## config.mk

```make
export PLATFORM = sky130hd
export DESIGN_NAME = serial_addsub
export DESIGN_NICKNAME = d
export VERILOG_FILES = /design/src/rtl/serial_addsub.sv
export SDC_FILE = /design/constraint.sdc
export NUM_CORES = 1
export LEC_CHECK = 0
export BUFFER_PORTS_ARGS = -buffer_cell sky130_fd_sc_hd__buf_2
export CORE_MARGIN = 3
export CORE_UTILIZATION = 49
export CTS_CLUSTER_DIAMETER = 80
export DETAILED_ROUTE_END_ITERATION = 10
export PLACE_DENSITY = 0.85
export RECOVER_POWER = 100
export SYNTH_ARGS = -nofsm -noshare
export SYNTH_HDL_FRONTEND = slang
export SYNTH_SLANG_ARGS = --single-unit
```

## constraint.sdc

```tcl
create_clock -name clk -period 1.4 [get_ports clk]
set_input_delay 0.21 -clock clk [delete_from_list [all_inputs] [get_ports clk]]
set_output_delay 0.21 -clock clk [all_outputs]
set_load 0.05 [all_outputs]
```

## src/rtl/serial_addsub.sv

```systemverilog
// Bit-serial adder/subtractor: one full-adder/subtractor cell and a carry/borrow flop, LSB first.
// Optional signed-overflow flag is built only when SERIAL_ADDSUB_OVF_EN is defined; otherwise ovf is tied to 0.
module serial_addsub #(
  parameter int WIDTH = 8,
  parameter int MODE  = 0   // 0 = add, 1 = subtract, 2 = runtime select via op
) (
  input  logic             clk,
  input  logic             rst,
  input  logic             start,
  input  logic             op,
  input  logic [WIDTH-1:0] a,
  input  logic [WIDTH-1:0] b,
  input  logic             cin,
  output logic             busy,
  output logic             done,
  output logic [WIDTH-1:0] result,
  output logic             cout,
  output logic             ovf
);

  localparam int CW = (WIDTH > 2) ? $clog2(WIDTH) : 1;

  typedef enum logic [1:0] {
    IDLE = 2'd0,
    RUN  = 2'd1,
    DONE = 2'd2
  } state_t;

  state_t           state, state_nxt;
  logic [WIDTH-1:0] sa, sb;
  logic [WIDTH-2:0] res_sh;
  logic [CW-1:0]    cnt;
  logic             c;
  logic             sub_q;

  logic             accept;
  logic             last;
  logic             eff_sub;
  logic             a_k, b_k;
  logic             d;
  logic             c_add, c_sub, c_nxt;
  logic [WIDTH-1:0] res_nxt;

  // start is only honoured outside RUN, so a mid-operation request never disturbs the operands.
  assign accept  = start && (state != RUN);
  assign last    = (state == RUN) && (cnt == CW'(WIDTH - 1));
  assign eff_sub = (MODE == 2) ? op : (MODE == 1);

  // ---------------------------------------------------------------- FSM
  always_ff @(posedge clk or posedge rst) begin
    if (rst) state <= IDLE;
    else     state <= state_nxt;
  end

  // NOTE: every combinational output gets a default first so no path leaves it unassigned (no latch).
  always_comb begin
    state_nxt = state;
    unique case (state)
      IDLE:    if (start) state_nxt = RUN;
      RUN:     if (last)  state_nxt = DONE;
      DONE:    state_nxt = start ? RUN : IDLE;
      default: state_nxt = IDLE;
    endcase
  end

  always_comb begin
    busy = (state == RUN);
    done = (state == DONE);
  end

  // ------------------------------------------------------ bit-serial cell
  always_comb begin
    a_k     = sa[0];
    b_k     = sb[0];
    d       = a_k ^ b_k ^ c;
    c_add   = (a_k & b_k) | (c & (a_k ^ b_k));
    c_sub   = (~a_k & b_k) | (c & ~(a_k ^ b_k));
    c_nxt   = sub_q ? c_sub : c_add;
    res_nxt = {d, res_sh};
  end

  // NOTE: all sequential state uses non-blocking assignments so every flop samples pre-edge values.
  always_ff @(posedge clk or posedge rst) begin
    if (rst) begin
      sa     <= '0;
      sb     <= '0;
      res_sh <= '0;
      cnt    <= '0;
      c      <= 1'b0;
      sub_q  <= 1'b0;
      result <= '0;
      cout   <= 1'b0;
    end else if (accept) begin
      sa    <= a;
      sb    <= b;
      c     <= cin;
      cnt   <= '0;
      sub_q <= eff_sub;
    end else if (state == RUN) begin
      sa     <= sa >> 1;
      sb     <= sb >> 1;
      c      <= c_nxt;
      cnt    <= cnt + CW'(1);
      res_sh <= res_nxt[WIDTH-1:1];
      // Visible outputs move only on the MSB edge; they hold through any later RUN.
      if (last) begin
        result <= res_nxt;
        cout   <= c_nxt;
      end
    end
  end

  // ------------------------------------------------------ signed overflow
`ifdef SERIAL_ADDSUB_OVF_EN
  logic c_msb;

  always_ff @(posedge clk or posedge rst) begin
    if (rst) begin
      c_msb <= 1'b0;
      ovf   <= 1'b0;
    end else if (state == RUN) begin
      // Carry/borrow leaving bit WIDTH-2 is the one entering the MSB.
      if (cnt == CW'(WIDTH - 2)) c_msb <= c_nxt;
      if (last)                  ovf   <= c_msb ^ c_nxt;
    end
  end
`else
  assign ovf = 1'b0;
`endif

endmodule

```

# Word-level counts from Yosys, hierarchy flattened
# Cells that the tools add are included.
# op_classes
mul,0
div,0
add_sub_neg,1
bitwise_logic,6
n_reduce_logical,7
n_lt_le_gt_ge,0
mux,12
shifts,0
eq_ne,6
# ops
op,count
8-bit 2-to-1 mux,4
3-bit 2-to-1 mux,2
2-bit one-hot mux with 3 select lines,1
2-bit 2-to-1 mux,2
2-bit by 1-bit != test with 1-bit output (second input constant),2
2-bit AND reduction,2
3-bit by 1-bit adder with 3-bit output (second input constant),1
3-bit equality test (second input constant),1
1-bit 2-to-1 mux,3
3-bit AND reduction,1
1-bit bitwise AND,2
2-bit by 1-bit equality test with 1-bit output (second input constant),1
2-bit equality test (second input constant),1
1-bit logical AND,2
2-bit logical NOT,1
2-bit != test (second input constant),1
2-bit nonzero test,1
1-bit XOR,2
1-bit inverter,1
1-bit bitwise OR,1
# totals
latchBits,0
wordCells,40
mem_count,0
input_bits,21
ff_bits,38
mem_bits_rw,0
rom_bits,0

# Logic depth before layout (Yosys ltp)
# depth
word_depth,5
mapped_depth,5
ltp_nobuf,4

# Least setup slack after synthesis
# Ideal clock, no wire load.
# synth_timing
kind,register to register
startpoint,register cnt[0]
endpoint,register cout
required_time_ps,1275
path_slack_ps,-78
stages_incl_launch_ff,6
t_arrival_ps,1353
period_less_slack_ps,1478
cell_sequence,dfrtp_1 -> ha_1 -> ha_1 -> nand3b_1 -> buf_2 -> mux2_2
# synth_between
elab_chain_len,3
# synth_rtl
element,line_no,source
"start, declared",32,logic [CW-1:0] cnt;
"start signal, assigned",103,cnt <= cnt + CW'(1);
3-bit equality test,46,assign last = (state == RUN) && (cnt == CW'(WIDTH - 1));
1-bit logical AND,46,
3-bit AND reduction (no line),-,
"end signal, assigned",108,cout <= c_nxt;
"end, declared",17,"output logic cout,"
# No other way between the ends.
# A chain may end at the register's enable or synchronous reset.

# Worst setup path after layout
# layout_timing
startpoint,register cnt[1]
endpoint,register result[3]
# layout_between
elab_chain_len,3
# layout_rtl
element,line_no,source
3-bit equality test,46,
1-bit logical AND,46,
3-bit AND reduction (no line),-,
"end signal, assigned",107,result <= res_nxt;
"end, declared",16,"output logic [WIDTH-1:0] result,"
# No other way between the ends.

==> results_tabular.tex <==
\begin{tabular}{lr}
\hline
Metric & Value \\
\hline
\multicolumn{2}{l}{\textbf{Floorplanning}} \\
\quad Full die area & roughly 0.0044 mm² \\
\quad Die Span X & about 66 µm \\
\quad Placement Rows & 21 \\
\quad Initial cell density of the core & 0.523 \\
\quad I/O pins & 33 \\
\quad Core region area & about 0.0034 mm² \\
\quad Die height & between 60 and 70 µm \\
\multicolumn{2}{l}{\textbf{Global routing}} \\
\quad Global route total overflow & 0 \\
\quad Wire length of the first global-routing pass & around 5300 µm \\
\quad Initial antenna violation count & 0 \\
\quad Global Route Usage Sum & 0.164 \\
\quad Routing usage on met1 & 0.197 \\
\quad Via count of the first global-routing pass & $\sim$1,200 \\
\quad M2 GR Usage & 0.284 \\
\quad Global-route track usage on met3 & 0.0408 \\
\quad Pin count of the biggest net entering global routing & 39 \\
\quad Most congested layer reported by global routing & met2 \\
\multicolumn{2}{l}{\textbf{Placement}} \\
\quad Cell count after placement & between 150 and 200 \\
\quad Final GP Congestion & slightly below 0.7 \\
\quad Count of input and output buffers & 30 \\
\quad Post-Place Worst Slack & -0.0840 ns \\
\quad Final HPWL DP & between 2000 and 2500 µm \\
\quad Post-Place Cell Area & between 0.002 and 0.0025 mm² \\
\multicolumn{2}{l}{\textbf{Finish}} \\
\quad Fraction of final layout cells sized beyond drive strength 1 & 0.647 \\
\quad Nets & approximately 180 \\
\quad Number of fill cells & 258 \\
\quad Post-route insts no fill & 202 \\
\quad Multi-input combinational cell area & just over 800 µm² \\
\quad Post-Route Utilization & 0.641 \\
\quad Design Area, Final & between 0.002 and 0.0025 mm² \\
\quad Synthesis-to-finish area growth & 22.6\% \\
\quad Ant. Diodes & 0 \\
\quad Sequential Area & approximately 950 µm² \\
\multicolumn{2}{l}{\textbf{Synth}} \\
\quad Average instance area after synthesis & between 15 and 20 µm² \\
\quad Post-synth cell types & 17 \\
\quad Number of nets produced by synthesis & around 140 \\
\quad Sequential-to-total area share from yosys stat & 0.533 \\
\quad Synthesized cell area & roughly 0.0018 mm² \\
\quad Flops \& latches, synth & 38 \\
\quad Ys Warns & 0 \\
\quad Synthesized instance count & about 110 \\
\multicolumn{2}{l}{\textbf{Worst setup path}} \\
\quad Worst setup SP type & flip-flop \\
\quad Setup crit end kind & flip-flop \\
\quad Launch point of the worst path & cnt[1]\$\_DFFE\_PP0P\_ \\
\quad Critical register-to-register path startpoint & cnt[1]\$\_DFFE\_PP0P\_ \\
\quad Critical path fanouts, max & 6 \\
\quad Category of cells accounting for the largest share of critical-path delay & flip-flops \\
\quad Slowest cell on the critical path & sky130\_fd\_sc\_hd\_\_dfrtp\_1 \\
\quad Kind of critical path & flip-flop to flip-flop \\
\quad Worst Path Arrival & between 1.5 and 2 ns \\
\quad Worst Path Buf+Inv & 1 \\
\quad CP max stage delay & 0.40 ns \\
\quad Worst path cell trace & ha\_2 -> ha\_4 -> nand3b\_1 -> buf\_6 -> mux2\_4 \\
\quad Required time of the critical path & between 1.5 and 2 ns \\
\multicolumn{2}{l}{\textbf{Routing}} \\
\quad Mean number of vias per cell & about 5.0 \\
\quad DRC violation total after the first TritonRoute iteration & 30 \\
\quad Vias & slightly above 1,000 \\
\quad Remaining DRCs & 0 \\
\quad Detail-routed net length per standard cell & roughly 16 µm \\
\quad Drt first pass iters & 4 \\
\quad Detail Route Antenna Nets & 0 \\
\quad Total wire length & $\sim$3300 µm \\
\multicolumn{2}{l}{\textbf{Run status}} \\
\quad Violations in the final reports & negative setup slack \\
\quad Run status & finished with violations \\
\multicolumn{2}{l}{\textbf{Power and ir drop}} \\
\quad Static power due to leakage & approximately 1.1 nW \\
\quad Cell area power density & roughly 2300 mW/mm² \\
\quad Largest voltage drop on the vdd net & 1.17 mV \\
\quad Post-layout power & between 5 and 6 mW \\
\multicolumn{2}{l}{\textbf{Timing}} \\
\quad Clock Skews & $\sim$0.0055 ns \\
\quad Post-route minimum period & between 1 and 1.5 ns \\
\quad Unrepaired setup endpoints after global routing & true \\
\quad Tcrit/Tclk final & 1.04 \\
\quad Peak Freq & 684 MHz \\
\quad Count of pins over their slew limit & 0 \\
\quad Final-report setup violation count & 9 \\
\quad Rel. slew slack & 0.460 \\
\quad Hold violation count in the final report & 0 \\
\quad Worst setup margin & -0.0623 ns \\
\quad Worst-Margin Slew & between 0.8 and 0.9 ns \\
\multicolumn{2}{l}{\textbf{Clock network}} \\
\quad Clock tree from TritonCTS & yes \\
\quad Number of clock buffers inserted by TritonCTS & 5 \\
\quad Bufs on Longest Clock Path & 2 \\
\quad Register clock-pin slew on the reported worst setup and hold paths & 0.11 ns \\
\quad Clock root buffer master & sky130\_fd\_sc\_hd\_\_clkbuf\_4 \\
\quad Maximum level of the CTS H-tree & 2 \\
\quad Clk Latency, worst-skew pair & roughly 0.33 ns \\
\quad Clock Sink Count & 38 \\
\multicolumn{2}{l}{\textbf{Min path}} \\
\quad Beginning of the worst hold path & a[7] \\
\quad Worst min-delay path class & input port to flip-flop \\
\multicolumn{2}{l}{\textbf{Run}} \\
\quad Max Cap Violations & 0 \\
\hline
\end{tabular}
## power by group
part | switching [mW] | internal, mW | leakage, nW
Combinational | 1.18 | 1.37 | 0.623
Sequential | 0.342 | 1.61 | 0.472
Clock | 0.353 | 0.242 | 0.0343
## path summary, 6_finish.rpt
kind,end,slack (ns),cells after the start
min,sa[7]$_DFFE_PP0P_,0.11,3
max,result[3]$_DFFE_PP0P_,-0.06,5
min in group asynchronous,sa[7]$_DFFE_PP0P_,0.64,4
max reg2reg,result[3]$_DFFE_PP0P_,-0.06,5
max in group asynchronous,sb[3]$_DFFE_PP0P_,0.25,4
min reg2reg,sa[0]$_DFFE_PP0P_,0.51,1
## cell type report
type	instances	area share
clock buffer	6	0.0234
timing repair buffer	42	0.125
inverter	4	0.00800
clock inverter	2	0.00572
multi-input combinational	64	0.377
sequential	38	0.435
tap	46	0.0263
## metal layers
| metal | part of all wire | up-vias | wire, µm |
|---|---|---|---|
| li1 | - | 470 | - |
| met1 | 0.41 | 507 | 1350 |
| met2 | 0.52 | 30 | 1710 |
| met3 | 0.048 | 7 | 157 |
| met4 | 0.020 | 0 | 67 |
| met5 | 0 | - | 0 |
## cells in the mapped netlist, drive strengths merged
library cell	count	share of area
inv	4	0.0084
nand2b	2	0.0070
buf	6	0.028
nor2b	3	0.011
mux2i	3	0.017
conb	1	0.0021
mux2	48	0.36
o22ai	1	0.0035
nor2	2	0.0042
dfrtp	38	0.53
ha	2	0.014
nand3b	1	0.0042
fa	1	0.011
## cell families (layout without fill, tap and decap cells)
logic type,Yosys count,count (layout),synth area share
AO/OA/AOI/OAI,1,1,0.00351
AND/OR/NAND/NOR,8,8,0.0259
buffers and inverters,10,54,0.0364
flip-flops,38,38,0.533
multiplexers,51,51,0.374
adder cells (fa/ha/maj),3,3,0.0252
other,1,1,0.00210
## sequential cells by signal, summed over array words and instances, names as in the netlist
signal,cells
sa,8
state,2
sb,8
res_sh,7
result,8
cout,1
cnt,3
c,1
## layout by cell type (no fill, tap or decap)
cell type                       count
sky130_fd_sc_hd__nor2b_1            3
sky130_fd_sc_hd__nor2_1             2
sky130_fd_sc_hd__ha_4               1
sky130_fd_sc_hd__ha_2               1
sky130_fd_sc_hd__conb_1             1
sky130_fd_sc_hd__mux2i_1            3
sky130_fd_sc_hd__nand2b_1           1
sky130_fd_sc_hd__buf_12             1
sky130_fd_sc_hd__buf_2             29
sky130_fd_sc_hd__inv_1              3
sky130_fd_sc_hd__nand3b_1           1
sky130_fd_sc_hd__buf_6              4
sky130_fd_sc_hd__mux2_4            35
sky130_fd_sc_hd__o22ai_1            1
sky130_fd_sc_hd__clkbuf_8           1
sky130_fd_sc_hd__dlygate4sd3_1      1
sky130_fd_sc_hd__clkinv_2           1
sky130_fd_sc_hd__dfrtp_1           38
sky130_fd_sc_hd__mux2_2            13
sky130_fd_sc_hd__clkbuf_4           5
sky130_fd_sc_hd__fa_1               1
sky130_fd_sc_hd__nand2b_4           1
sky130_fd_sc_hd__inv_4              1
sky130_fd_sc_hd__clkinvlp_4         1
sky130_fd_sc_hd__buf_4              7
## worst register-to-register path, stage by stage (launching register included)
cell and delay (ns):
sky130_fd_sc_hd__dfrtp_1 0.40, sky130_fd_sc_hd__ha_2 0.20, sky130_fd_sc_hd__ha_4 0.16, sky130_fd_sc_hd__nand3b_1 0.13
sky130_fd_sc_hd__buf_6 0.16, sky130_fd_sc_hd__mux2_4 0.31
## through the flow
step / setup TNS (ns) / hold slack, ns
finish: -0.423 / 0.111
global route: -0.646 / 0.125
CTS: -0.346 / 0.107
detailed placement: -0.610 / 0.346
global placement: -0.257 / 0.327
floorplan: 0 / 0.366
## what timing repair did
| item | CTS | global route |
|---|---|---|
| pin swaps | 1 | 0 |
| endpoints found under the hold margin | 38 | 0 |
| hold buffers | 1 | 0 |
| endpoints found under the setup margin | 10 | 11 |
| setup buffers | 3 | 1 |
| resized for setup | 16 | 4 |
(Power assumes the default switching activity.)
